## src/rtl/synapse_integrator.sv

```systemverilog
// Spike-event integrator: FIFO-buffered IDs are weighted and summed into a saturating 16-bit current.
// Optional leak toward zero is compiled in when SYN_DECAY_EN is defined.
module synapse_integrator #(
   parameter int FIFO_DEPTH   = 4,
   parameter int NUM_W        = 16,
   parameter int DECAY_PERIOD = 8,
   parameter int DECAY_SHIFT  = 3
) (
   input  logic        clk,
   input  logic        reset,
   input  logic        in_valid,
   output logic        in_ready,
   input  logic [7:0]  in_spike_id,
   input  logic        wr_en,
   input  logic [3:0]  wr_addr,
   input  logic [15:0] wr_data,
   output logic [15:0] current_out,
   output logic        sat,
   output logic [7:0]  drop_cnt
);

   localparam int AW = $clog2(FIFO_DEPTH);
   localparam int CW = AW + 1;
   localparam int IW = (NUM_W > 1) ? $clog2(NUM_W) : 1;

   if (FIFO_DEPTH < 2 || (FIFO_DEPTH & (FIFO_DEPTH - 1)) != 0 || NUM_W < 2 ||
       DECAY_PERIOD < 1 || DECAY_SHIFT < 0 || DECAY_SHIFT > 15) begin : g_cfg_check
      $error("synapse_integrator: illegal parameter set");
   end

   function automatic logic [15:0] sat16(input logic [16:0] v);
      return v[16] ? 16'hFFFF : v[15:0];
   endfunction

   logic [IW-1:0] fifo_mem [FIFO_DEPTH];
   logic [AW-1:0] rd_ptr;
   logic [AW-1:0] wr_ptr;
   logic [CW-1:0] fifo_count;
   logic [15:0]   weight [NUM_W];
   logic [15:0]   acc;
   logic [15:0]   leak_base;
   logic [15:0]   head_w;
   logic [16:0]   acc_sum;
   logic [15:0]   acc_next;
   logic          sat_hit;
   logic          accept;
   logic          id_in_range;
   logic          push;
   logic          drop;
   logic          pop;
   logic          wr_in_range;

   assign in_ready    = (fifo_count != CW'(FIFO_DEPTH));
   assign accept      = in_valid && in_ready;
   assign id_in_range = (32'(in_spike_id) < 32'(NUM_W));
   assign push        = accept && (in_spike_id != 8'd0) && id_in_range;
   assign drop        = accept && (in_spike_id != 8'd0) && !id_in_range;
   assign pop         = (fifo_count != {CW{1'b0}});
   assign wr_in_range = (32'(wr_addr) < 32'(NUM_W));
   assign current_out = acc;

`ifdef SYN_DECAY_EN
   localparam int DW = (DECAY_PERIOD > 1) ? $clog2(DECAY_PERIOD) : 1;
   logic [DW-1:0] decay_cnt;
   logic          leak;

   assign leak      = (decay_cnt == DW'(DECAY_PERIOD - 1));
   assign leak_base = leak ? (acc - (acc >> DECAY_SHIFT)) : acc;

   // Free-running leak timer; the wrap cycle triggers one decay step.
   always_ff @(posedge clk or posedge reset) begin
      if (reset) begin
         decay_cnt <= {DW{1'b0}};
      end else if (leak) begin
         decay_cnt <= {DW{1'b0}};
      end else begin
         decay_cnt <= decay_cnt + DW'(1);
      end
   end
`else
   assign leak_base = acc;
`endif

   // Leak (if any) is applied before the weighted add, then the sum saturates.
   always_comb begin
      head_w = weight[fifo_mem[rd_ptr]];
      if (pop) begin
         acc_sum = {1'b0, leak_base} + {1'b0, head_w};
      end else begin
         acc_sum = {1'b0, leak_base};
      end
      acc_next = sat16(acc_sum);
      sat_hit  = acc_sum[16];
   end

   // Event FIFO: pointers, occupancy and storage.
   always_ff @(posedge clk or posedge reset) begin
      if (reset) begin
         rd_ptr     <= {AW{1'b0}};
         wr_ptr     <= {AW{1'b0}};
         fifo_count <= {CW{1'b0}};
         for (int i = 0; i < FIFO_DEPTH; i++) begin
            fifo_mem[i] <= {IW{1'b0}};
         end
      end else begin
         if (push) begin
            fifo_mem[wr_ptr] <= IW'(in_spike_id);
            wr_ptr           <= wr_ptr + AW'(1);
         end
         if (pop) begin
            rd_ptr <= rd_ptr + AW'(1);
         end
         case ({push, pop})
            2'b10:   fifo_count <= fifo_count + CW'(1);
            2'b01:   fifo_count <= fifo_count - CW'(1);
            default: fifo_count <= fifo_count;
         endcase
      end
   end

   // Weight table; a pop reads the pre-write value in the same cycle.
   always_ff @(posedge clk or posedge reset) begin
      if (reset) begin
         for (int i = 0; i < NUM_W; i++) begin
            weight[i] <= 16'd0;
         end
      end else if (wr_en && wr_in_range) begin
         weight[IW'(wr_addr)] <= wr_data;
      end
   end

   // Accumulator, sticky saturation flag and saturating drop counter.
   always_ff @(posedge clk or posedge reset) begin
      if (reset) begin
         acc      <= 16'd0;
         sat      <= 1'b0;
         drop_cnt <= 8'd0;
      end else begin
         acc <= acc_next;
         if (sat_hit) begin
            sat <= 1'b1;
         end
         if (drop && (drop_cnt != 8'hFF)) begin
            drop_cnt <= drop_cnt + 8'd1;
         end
      end
   end

endmodule

```

## config.mk

```make
export PLATFORM = sky130hd
export DESIGN_NAME = synapse_integrator
export DESIGN_NICKNAME = d
export VERILOG_FILES = /design/src/rtl/synapse_integrator.sv
export SDC_FILE = /design/constraint.sdc
export NUM_CORES = 1
export LEC_CHECK = 0
export BUFFER_PORTS_ARGS = -buffer_cell sky130_fd_sc_hd__buf_2
export CORE_MARGIN = 3
export CORE_UTILIZATION = 30
export CTS_CLUSTER_SIZE = 8
export DETAILED_ROUTE_END_ITERATION = 12
export PLACE_DENSITY = 0.55
export SYNTH_ARGS = -nofsm -noshare
export SYNTH_HDL_FRONTEND = slang
export SYNTH_SLANG_ARGS = --single-unit
```

## constraint.sdc

```tcl
create_clock -name clk -period 11.87 [get_ports clk]
set_clock_uncertainty 0.2 [all_clocks]
set_input_delay 1.187 -clock clk [delete_from_list [all_inputs] [get_ports clk]]
set_output_delay 1.187 -clock clk [all_outputs]
set_load 0.02 [all_outputs]
```

==> PnR_summary.wiki, run 1 <==
{| class="wikitable"
! Metric !! Value
|-
| DRC violation total after the first TritonRoute iteration || 436
|-
| Post-synthesis sequential element count || 304
|-
| Synth Instances || 983
|-
| Critical-path cell with the highest stage delay || sky130_fd_sc_hd__mux4_4
|-
| Yosys warnings || 0
|-
| Hold Vio Cnt, Final || 0
|-
| Final global-route overflow total || 0
|-
| Number of antenna violations at the first check in global routing || 3
|-
| Normalized max-slew margin || 17.5%
|-
| Logic depth of the worst path, buffers included || 12
|-
| Pwr/cell area || 290 nW/um^2
|-
| Tcrit/Tclk final || 46.5%
|-
| Global Route Usage Sum || 13.7%
|-
| CTS tree || done
|-
| Share of async-settable or async-resettable flops after synthesis || 100%
|-
| Count of input and output buffers || 57
|-
| Data arrival time of the worst path || 5.72 ns
|-
| Routed WL || 34100 um
|-
| End of the worst hold path || drop_cnt[4]
|-
| Clock-pin slew on the worst setup and hold paths || 0.05 ns
|-
| WS Path Type || reg -> reg
|-
| Count of cells resized by post-cts repair || 0
|-
| Die area || 50900 sq um
|-
| Global-route wire length before repair || 53700 um
|-
| Total instance count after detailed placement || 1601
|-
| Summed instance area of the synthesized netlist || 14500 sq um
|-
| # clock sinks || 304
|-
| Top-Level Pins || 58
|-
| DR vias || 8341
|-
| Yosys cell types || 45
|-
| Number of global-route vias before repair || 8895
|-
| DR DRC count || 0
|-
| Register-to-register path setup slack || 6.35 ns
|-
| Max incr delay on CP || 0.87 ns
|-
| Startpoint of the most critical register-to-register path || rd_ptr[0]
|-
| Area Growth Syn to Fin || 14.5%
|-
| Biggest fanout along the worst timing path || 36
|-
| Estimated wirelength of the detail-placed design || 21500 um
|-
| Via-per-instance ratio || 5.05
|-
| CTS root buffer || sky130_fd_sc_hd__clkbuf_16
|-
| Min Clock Period, post-route || 5.52 ns
|-
| Most frequent cells in the layout || sky130_fd_sc_hd__dfrtp_1 (304), sky130_fd_sc_hd__mux2_2 (289), sky130_fd_sc_hd__mux4_2 (58), sky130_fd_sc_hd__buf_2 (57), sky130_fd_sc_hd__clkbuf_16 (45)
|-
| CP Cell Sequence || mux4_4 > buf_4 > mux4_2 > mux2i_1 > o21ai_0 > ha_1 > a21oi_1 > o211ai_1 > or4b_2 > a31oi_1 > xnor2_1 > o22a_1
|-
| Critical Path Sink Type || flip-flop
|-
| Finish-stage setup viols || 0
|-
| Total clock buffers created by CTS || 44
|-
| Maximum number of pins on one net before global-route repair || 107
|-
| Number of enable-type register cells in the synthesized netlist || 0
|-
| Category of cells accounting for the largest share of critical-path delay || multiplexers
|-
| Number of nets still failing antenna checks after routing || 0
|-
| Worst vdd rail ir drop || 0.000139 V
|-
| CP Buf/Inv Count || 1
|-
| Postcts setup bufs || 0
|-
| Critical R2R Capture || current_out[13]
|-
| CTS H-tree lvls || 2
|-
| Multi-input combinational cell area || 6540 sq um
|-
| Setup repair after global routing missed its margin || no
|-
| Worst Path Required || 12.07 ns
|-
| Min-delay src || drop_cnt[4]
|-
| Final core utilization || 35.2%
|-
| Cts hold-fix bufs || 0
|-
| Class of the most critical hold timing path || reg -> reg
|-
| Nets || 1100
|-
| Starting density of the core || 30.7%
|-
| Run status || finished clean
|-
| Insertion delay to the later sink of the worst-skew pair || 0.54 ns
|-
| Area used by sequential logic in the layout || 7610 sq um
|-
| Mean routed wirelength per cell || 20.6 um
|-
| Final cell count without fillers || 1652
|-
| Avg Inst Size Synth || 14.7 sq um
|-
| Most common cell after layout, fill and taps aside || sky130_fd_sc_hd__dfrtp_1
|-
| Global placer's final weighted congestion || 0.769
|-
| Standard-cell rows || 79
|-
| Share of synthesized area occupied by flip-flops and latches || 52.6%
|-
| Max Root-Sink Buffers || 3
|-
| First-pass iteration count of the detailed router || 5
|-
| Worst setup SP type || flip-flop
|-
| Overall die height || 226 um
|-
| Fin Setup TNS || 0 ns
|-
| Logic depth of the worst register-to-register path || 12
|-
| Cell depth of the worst hold path || 1
|-
| Fraction of final layout cells sized beyond drive strength 1 || 47.0%
|-
| Most frequently used flop master after synthesis || sky130_fd_sc_hd__dfrtp_1
|-
| Slew at the pin closest to its max-slew limit || 1.24 ns
|-
| Cell leakage power || 6.98 nW
|-
| Die extent in x || 226 um
|-
| Pins over their slew limit || 0
|-
| Final Power || 4.81 mW
|-
| Net count after synthesis || 1043
|-
| Max-cap violation count || 0
|-
| Highest achievable clock rate || 181 MHz
|-
| Number of inserted filler cells in the final layout || 4522
|-
| Area of the placeable core || 47100 sq um
|}
-- Yosys cell counts, types with 2 or more instances --
cell type,count,area share [%]
sky130_fd_sc_hd__a21o_1,4,0.21
sky130_fd_sc_hd__a21oi_1,13,0.45
sky130_fd_sc_hd__a31o_2,2,0.12
sky130_fd_sc_hd__a31oi_1,7,0.30
sky130_fd_sc_hd__and3_1,3,0.13
sky130_fd_sc_hd__buf_2,11,0.38
sky130_fd_sc_hd__buf_6,3,0.23
sky130_fd_sc_hd__buf_8,2,0.21
sky130_fd_sc_hd__clkbuf_1,49,1.3
sky130_fd_sc_hd__dfrtp_1,304,53
sky130_fd_sc_hd__fa_1,2,0.28
sky130_fd_sc_hd__ha_1,26,2.2
sky130_fd_sc_hd__inv_1,10,0.26
sky130_fd_sc_hd__mux2_2,289,22
sky130_fd_sc_hd__mux2i_1,16,1.1
sky130_fd_sc_hd__mux4_1,9,1.6
sky130_fd_sc_hd__mux4_2,59,9.2
sky130_fd_sc_hd__nand2_1,42,1.1
sky130_fd_sc_hd__nand2b_1,5,0.22
sky130_fd_sc_hd__nand3_1,7,0.24
sky130_fd_sc_hd__nand3b_1,2,0.10
sky130_fd_sc_hd__nand4_1,6,0.26
sky130_fd_sc_hd__nor2_1,26,0.67
sky130_fd_sc_hd__nor2b_1,2,0.086
sky130_fd_sc_hd__nor3_1,4,0.14
sky130_fd_sc_hd__nor4_1,3,0.13
sky130_fd_sc_hd__o21a_1,3,0.16
sky130_fd_sc_hd__o21ai_0,13,0.45
sky130_fd_sc_hd__o21ai_1,9,0.31
sky130_fd_sc_hd__o21bai_1,2,0.10
sky130_fd_sc_hd__o22a_1,9,0.54
sky130_fd_sc_hd__o31ai_1,2,0.10
sky130_fd_sc_hd__or3_1,3,0.13
sky130_fd_sc_hd__xnor2_1,17,1.0
sky130_fd_sc_hd__xor2_1,9,0.54
-- metrics by stage --
| stage | worst slack, ns | instance area (sq um) | hold WS, ns |
|---|---|---|---|
| after floorplan | 2.08 | 14500 | 0.257 |
| after CTS | 6.25 | 16600 | 0.291 |
| final | 6.35 | 16600 | 0.287 |
| after global routing | 6.00 | 16600 | 0.300 |
| after detailed placement | 6.28 | 15400 | 0.277 |
| after global placement | 6.29 | 15400 | 0.266 |
-- power breakdown --
part / internal (mW) / leakage, nW / total, mW / switching (mW)
registers: 1.33 / 3.72 / 1.49 / 0.161
clock network: 0.670 / 0.579 / 1.10 / 0.428
logic: 1.08 / 2.69 / 2.22 / 1.14
total: 3.08 / 6.98 / 4.81 / 1.73
-- how the worst max path moves through the flow --
stage	end	slack [ns]	start
3_5_place_dp	current_out[13]	6.28	rd_ptr[0]
6_report	current_out[13]	6.35	rd_ptr[0]
4_1_cts	current_out[13]	6.25	rd_ptr[0]
3_3_place_gp	current_out[13]	6.29	rd_ptr[0]
5_1_grt	current_out[13]	6.00	rd_ptr[0]
2_1_floorplan	current_out[0]	2.08	reset
-- final cells by class --
| class | instances | area share [%] |
|---|---|---|
| Inverter | 10 | 0.272 |
| Sequential cell | 304 | 45.9 |
| Timing Repair Buffer | 77 | 2.63 |
| Antenna cell | 1 | 0.0151 |
| Tap cell | 607 | 4.59 |
| Clock inverter | 4 | 0.166 |
| Multi-Input combinational cell | 603 | 39.5 |
| Clock buffer | 46 | 6.88 |
-- sequential cells by signal (all words and copies together), names as in the netlist --
signal,flops
sat,1
wr_ptr,2
drop_cnt,8
current_out,16
fifo_mem,16
weight,256
fifo_count,3
rd_ptr,2
-- logic make-up after synthesis --
| group | Yosys count | share of synthesized area, % |
|---|---|---|
| muxes | 373 | 34.4 |
| DFF | 304 | 52.6 |
| and+or+nand+nor | 106 | 3.38 |
| buffers and inverters | 76 | 2.40 |
| AOI/OAI and AO/OA | 70 | 3.10 |
| adders and majority gates | 28 | 2.53 |
| xor gates and xnor gates | 26 | 1.57 |
-- per-layer routing --
| layer | wire length (um) | GRT usage, % | vias to the layer above |
|---|---|---|---|
| li1 | - | - | 3730 |
| met1 | 16200 | 19.1 | 4444 |
| met2 | 16000 | 21.9 | 122 |
| met3 | 1360 | 2.89 | 43 |
| met4 | 525 | 3.22 | 2 |
| met5 | 13 | 0 | - |
Note: power is estimated with default switching activity, not from simulation.
==> inputs of run 2 (changes only) <==
--- a/config.mk
+++ b/config.mk
@@ -5,6 +5,7 @@
 export SDC_FILE = /design/constraint.sdc
 export NUM_CORES = 1
 export LEC_CHECK = 0
+export ABC_AREA = 1
 export BUFFER_PORTS_ARGS = -buffer_cell sky130_fd_sc_hd__buf_2
 export CORE_MARGIN = 3
 export CORE_UTILIZATION = 30
==> constraint.sdc (replaced) <==
create_clock -name clk -period 5.1 [get_ports clk]
set_clock_uncertainty 0.2 [all_clocks]
set_input_delay 0.51 -clock clk [delete_from_list [all_inputs] [get_ports clk]]
set_output_delay 0.51 -clock clk [all_outputs]
set_load 0.02 [all_outputs]
==> PnR_summary.wiki, run 2 <==
{| class="wikitable"
! Metric !! Value
|-
| Most frequently used flop master after synthesis || sky130_fd_sc_hd__dfrtp_1
|-
| Slew at the pin closest to its max-slew limit || 1.14 ns (-0.0980 ns)
|-
| Most frequent cell after synthesis || sky130_fd_sc_hd__nand2_1
|-
| Final instance area || 17000 sq um (+2.8%)
|-
| DR vias || 12849 (+54%)
|-
| Final Power || 13.0 mW (+170%)
|-
| Most congested layer reported by global routing || met2
|-
| Summed instance area of the synthesized netlist || 14900 sq um (+3.1%)
|-
| Top-Level Pins || 58 (unchanged)
|-
| Logic depth of the worst register-to-register path || 20 (+8)
|-
| Worst Path Required || 5.30 ns (-6.77 ns)
|-
| Tcrit/Tclk final || 81.7% (+35 points)
|-
| Estimated wirelength of the detail-placed design || 26500 um (+24%)
|-
| Global placer's final weighted congestion || 0.853 (+11%)
|-
| Most common cell after layout, fill and taps aside || sky130_fd_sc_hd__nand2_1
|-
| Met1 demand-to-capacity share in global routing || 22.6% (+3.5 points)
|-
| Biggest fanout along the worst timing path || 128 (+260%)
|-
| Worst setup SP type || flip-flop
|-
| CTS H-tree lvls || 2 (unchanged)
|-
| Number of antenna violations at the first check in global routing || 0 (-3)
|-
| First-pass iteration count of the detailed router || 5 (unchanged)
|-
| WS Path Type || reg -> reg
|-
| Largest Register || weight
|-
| Clock-pin slew on the worst setup and hold paths || 0.05 ns (about the same)
|-
| Net switching power || 6.00 mW (+250%)
|-
| CTS root buffer || sky130_fd_sc_hd__clkbuf_16
|-
| Share of the synthesized area in the top cell type || 51.0% (-1.6 points)
|-
| Routing usage on met3 || 3.07% (+0.18 points)
|-
| Class of the most critical hold timing path || in -> reg
|-
| Antenna diode instance count || 0 (-1)
|-
| Postcts setup bufs || 0 (unchanged)
|-
| Synth Instances || 1870 (+90%)
|-
| Finish-stage setup viols || 0 (unchanged)
|-
| Min Clock Period, post-route || 4.17 ns (-1.35 ns)
|-
| Count of cells resized by post-cts repair || 0 (unchanged)
|-
| Global-route wire length before repair || 73400 um (+37%)
|-
| Max Root-Sink Buffers || 3 (unchanged)
|-
| Starting density of the core || 30.4% (-0.35 points)
|-
| Insertion delay to the later sink of the worst-skew pair || 0.58 ns (+0.04 ns)
|-
| CTS tree || done
|-
| Combinational share of power || 52.9% (+6.8 points)
|-
| Most frequent cells in the layout || sky130_fd_sc_hd__nand2_1 (454), sky130_fd_sc_hd__nand3_1 (397), sky130_fd_sc_hd__dfrtp_1 (304), sky130_fd_sc_hd__o21ai_0 (185), sky130_fd_sc_hd__nor2_1 (121)
|-
| Dominant cell type by area after synthesis || sky130_fd_sc_hd__dfrtp_1
|-
| DR DRC count || 0 (unchanged)
|-
| Die area || 52400 sq um (+3.0%)
|-
| Min-delay src || in_spike_id[2]
|-
| Share of synthesized area occupied by flip-flops and latches || 51.0% (-1.6 points)
|-
| Total clock buffers created by CTS || 44 (unchanged)
|-
| Fin Setup TNS || 0 ns (unchanged)
|-
| Pwr/cell area || 762 nW/um^2 (+160%)
|-
| Yosys cell types || 30 (-33%)
|-
| Normalized max-slew margin || 24.0% (+6.5 points)
|-
| Reg power frac || 26.5% (-4.5 points)
|-
| Commonest cells in the netlist || sky130_fd_sc_hd__nand2_1 (456), sky130_fd_sc_hd__nand3_1 (397), sky130_fd_sc_hd__dfrtp_1 (304)
|-
| Yosys warnings || 0 (unchanged)
|-
| Fraction of final layout cells sized beyond drive strength 1 || 8.86% (-38 points)
|-
| Number of enable-type register cells in the synthesized netlist || 0 (unchanged)
|-
| Number of flip-flops under the largest register name || 256 (unchanged)
|-
| Maximum number of pins on one net before global-route repair || 178 (+66%)
|-
| Number of global-route vias before repair || 12786 (+44%)
|-
| Net count after synthesis || 1930 (+85%)
|-
| Number of nets still failing antenna checks after routing || 0 (unchanged)
|-
| Standard-cell rows || 81 (+2.5%)
|-
| Cell leakage power || 7.85 nW (+12%)
|-
| Pins over their slew limit || 0 (unchanged)
|-
| Critical Path Sink Type || flip-flop
|-
| Share of async-settable or async-resettable flops after synthesis || 100% (unchanged)
|-
| Critical R2R Capture || current_out[3]
|-
| Run status || finished clean
|-
| Via-per-instance ratio || 5.04 (-0.16%)
|-
| Register-to-register path setup slack || 0.93 ns (-5.42 ns)
|-
| Met2 track demand over resource in global routing || 29.6% (+7.7 points)
|-
| # clock sinks || 304 (unchanged)
|-
| DRC violation total after the first TritonRoute iteration || 1414 (+220%)
|-
| Setup repair after global routing missed its margin || no
|-
| Highest achievable clock rate || 240 MHz (+32%)
|-
| Area of the placeable core || 49100 sq um (+4.3%)
|-
| Power Internal || 6.97 mW (+130%)
|-
| Avg Inst Size Synth || 7.97 sq um (-46%)
|-
| Worst vdd rail ir drop || 0.000532 V (+280%)
|-
| Final global-route overflow total || 0 (unchanged)
|-
| Cell Area, Placed || 15800 sq um (+2.8%)
|-
| Max-cap violation count || 0 (unchanged)
|-
| Post-synthesis sequential element count || 304 (unchanged)
|-
| Count of input and output buffers || 57 (unchanged)
|-
| Mean routed wirelength per cell || 17.9 um (-13%)
|-
| Part of the total power dissipated in the clock network || 20.6% (-2.2 points)
|-
| Hold Vio Cnt, Final || 0 (unchanged)
|-
| Cell depth of the worst hold path || 3 (+2)
|-
| Startpoint of the most critical register-to-register path || rd_ptr[0]
|-
| End of the worst hold path || fifo_mem[10]
|-
| Cts hold-fix bufs || 1 (+1)
|-
| Cells taking the most area after synthesis || sky130_fd_sc_hd__dfrtp_1 (51%), sky130_fd_sc_hd__nand3_1 (13%), sky130_fd_sc_hd__nand2_1 (11%), sky130_fd_sc_hd__o21ai_0 (6.2%), sky130_fd_sc_hd__a21oi_1 (3.8%)
|-
| Global Route Usage Sum || 17.5% (+3.9 points)
|-
| Data arrival time of the worst path || 4.37 ns (-1.35 ns)
|-
| Overall die height || 229 um (+1.5%)
|-
| Nets || 1940 (+76%)
|-
| Routed WL || 45700 um (+34%)
|-
| Share of total power consumed by net switching || 46.3% (+10 points)
|-
| Die extent in x || 229 um (+1.5%)
|-
| Area Growth Syn to Fin || 14.2%
|-
| Number of inserted filler cells in the final layout || 5207 (+15%)
|}
[run 2: changes by cell type in the layout (fill, tap and decap cells not counted), moves of 73 or more]
| cell | before | now |
|---|---|---|
| sky130_fd_sc_hd__a21oi_1 | 13 | 112 |
| sky130_fd_sc_hd__nor2_1 | 17 | 121 |
| sky130_fd_sc_hd__o21ai_0 | 13 | 185 |
| sky130_fd_sc_hd__nand3_1 | 7 | 397 |
| sky130_fd_sc_hd__inv_1 | 9 | 82 |
| sky130_fd_sc_hd__nand2_1 | 42 | 454 |
| sky130_fd_sc_hd__mux2_2 | 289 | 0 |
[run 2: layout make-up]
| cell class | count | area, sq um | share of cell area [%] |
|---|---|---|---|
| clock inverters | 4 | 75.1 | 0.441 |
| well taps | 664 | 831 | 4.88 |
| flip-flops and latches | 304 | 7610 | 44.7 |
| repair buffers | 96 | 656 | 3.85 |
| inverters | 87 | 330 | 1.94 |
| multi-input cells | 1347 | 6400 | 37.6 |
| clock buffers | 47 | 1120 | 6.59 |
[run 2: how the worst max path moves through the flow]
stage                   start             end  slack, ns  depth (start not counted)
floorplan               reset  current_out[0]       0.35                          1
CTS                 rd_ptr[0]  current_out[3]       0.91                         18
global route        rd_ptr[0]  current_out[4]       0.53                         20
finish              rd_ptr[0]  current_out[3]       0.93                         20
global placement    rd_ptr[0]  current_out[3]       0.97                         20
detailed placement  rd_ptr[0]  current_out[3]       0.89                         20
[run 2: kinds of logic (layout without fill, tap and decap cells)]
group / Yosys count / in the layout / share of synthesized area (%)
buffers and inverters: 219 / 234 / 6.31
adder cells (fa/ha/maj): 28 / 28 / 2.45
XOR/XNOR: 15 / 15 / 0.881
flip-flops: 304 / 304 / 51.0
AO/OA/AOI/OAI: 303 / 303 / 10.4
AND/OR/NAND/NOR: 1001 / 1001 / 28.9
[run 2: stage by stage]
stage,utilization [%],setup WS [ns],hold slack [ns],std cells
floorplan,-,0.347,0.253,1870
CTS,34.7,0.906,0.00597,2549
detailed placement,32.2,0.893,0.226,2497
global placement,32.2,0.972,0.227,2497
finish,34.7,0.932,0.0368,2549
global route,34.7,0.531,0.0362,2549
[run 2: routing by layer]
layer	wire, um	share of wire (%)
met1	19700	43
met2	22000	48
met3	2650	5.8
met4	1330	2.9
met5	0	0
[run 2: power by group through the flow]
stage,Clock [mW],Combinational [mW],Sequential [mW]
floorplan,0,4.92,3.44
global placement,0,6.79,3.46
detailed placement,0,6.86,3.47
CTS,2.74,6.89,3.44
global route,2.83,7.74,3.51
finish,2.67,6.87,3.44
[run 2: critical path, stage by stage (launching register included)]
cell and delay [ns]:
sky130_fd_sc_hd__dfrtp_1 0.53, sky130_fd_sc_hd__inv_2 0.13, sky130_fd_sc_hd__nand2_1 0.12, sky130_fd_sc_hd__nand3_4 0.10, sky130_fd_sc_hd__buf_12 0.25, sky130_fd_sc_hd__nand3_1 0.19
sky130_fd_sc_hd__nand3_1 0.11, sky130_fd_sc_hd__nand3_1 0.09, sky130_fd_sc_hd__nand3_1 0.08, sky130_fd_sc_hd__nand2_1 0.15, sky130_fd_sc_hd__inv_1 0.09, sky130_fd_sc_hd__ha_1 0.21
sky130_fd_sc_hd__fa_1 0.40, sky130_fd_sc_hd__nand3_1 0.10, sky130_fd_sc_hd__nand2_1 0.10, sky130_fd_sc_hd__nand3_1 0.09, sky130_fd_sc_hd__nand2_1 0.10, sky130_fd_sc_hd__nand3_1 0.08
sky130_fd_sc_hd__nand2_1 0.05, sky130_fd_sc_hd__nand2_1 0.45, sky130_fd_sc_hd__o211ai_1 0.18
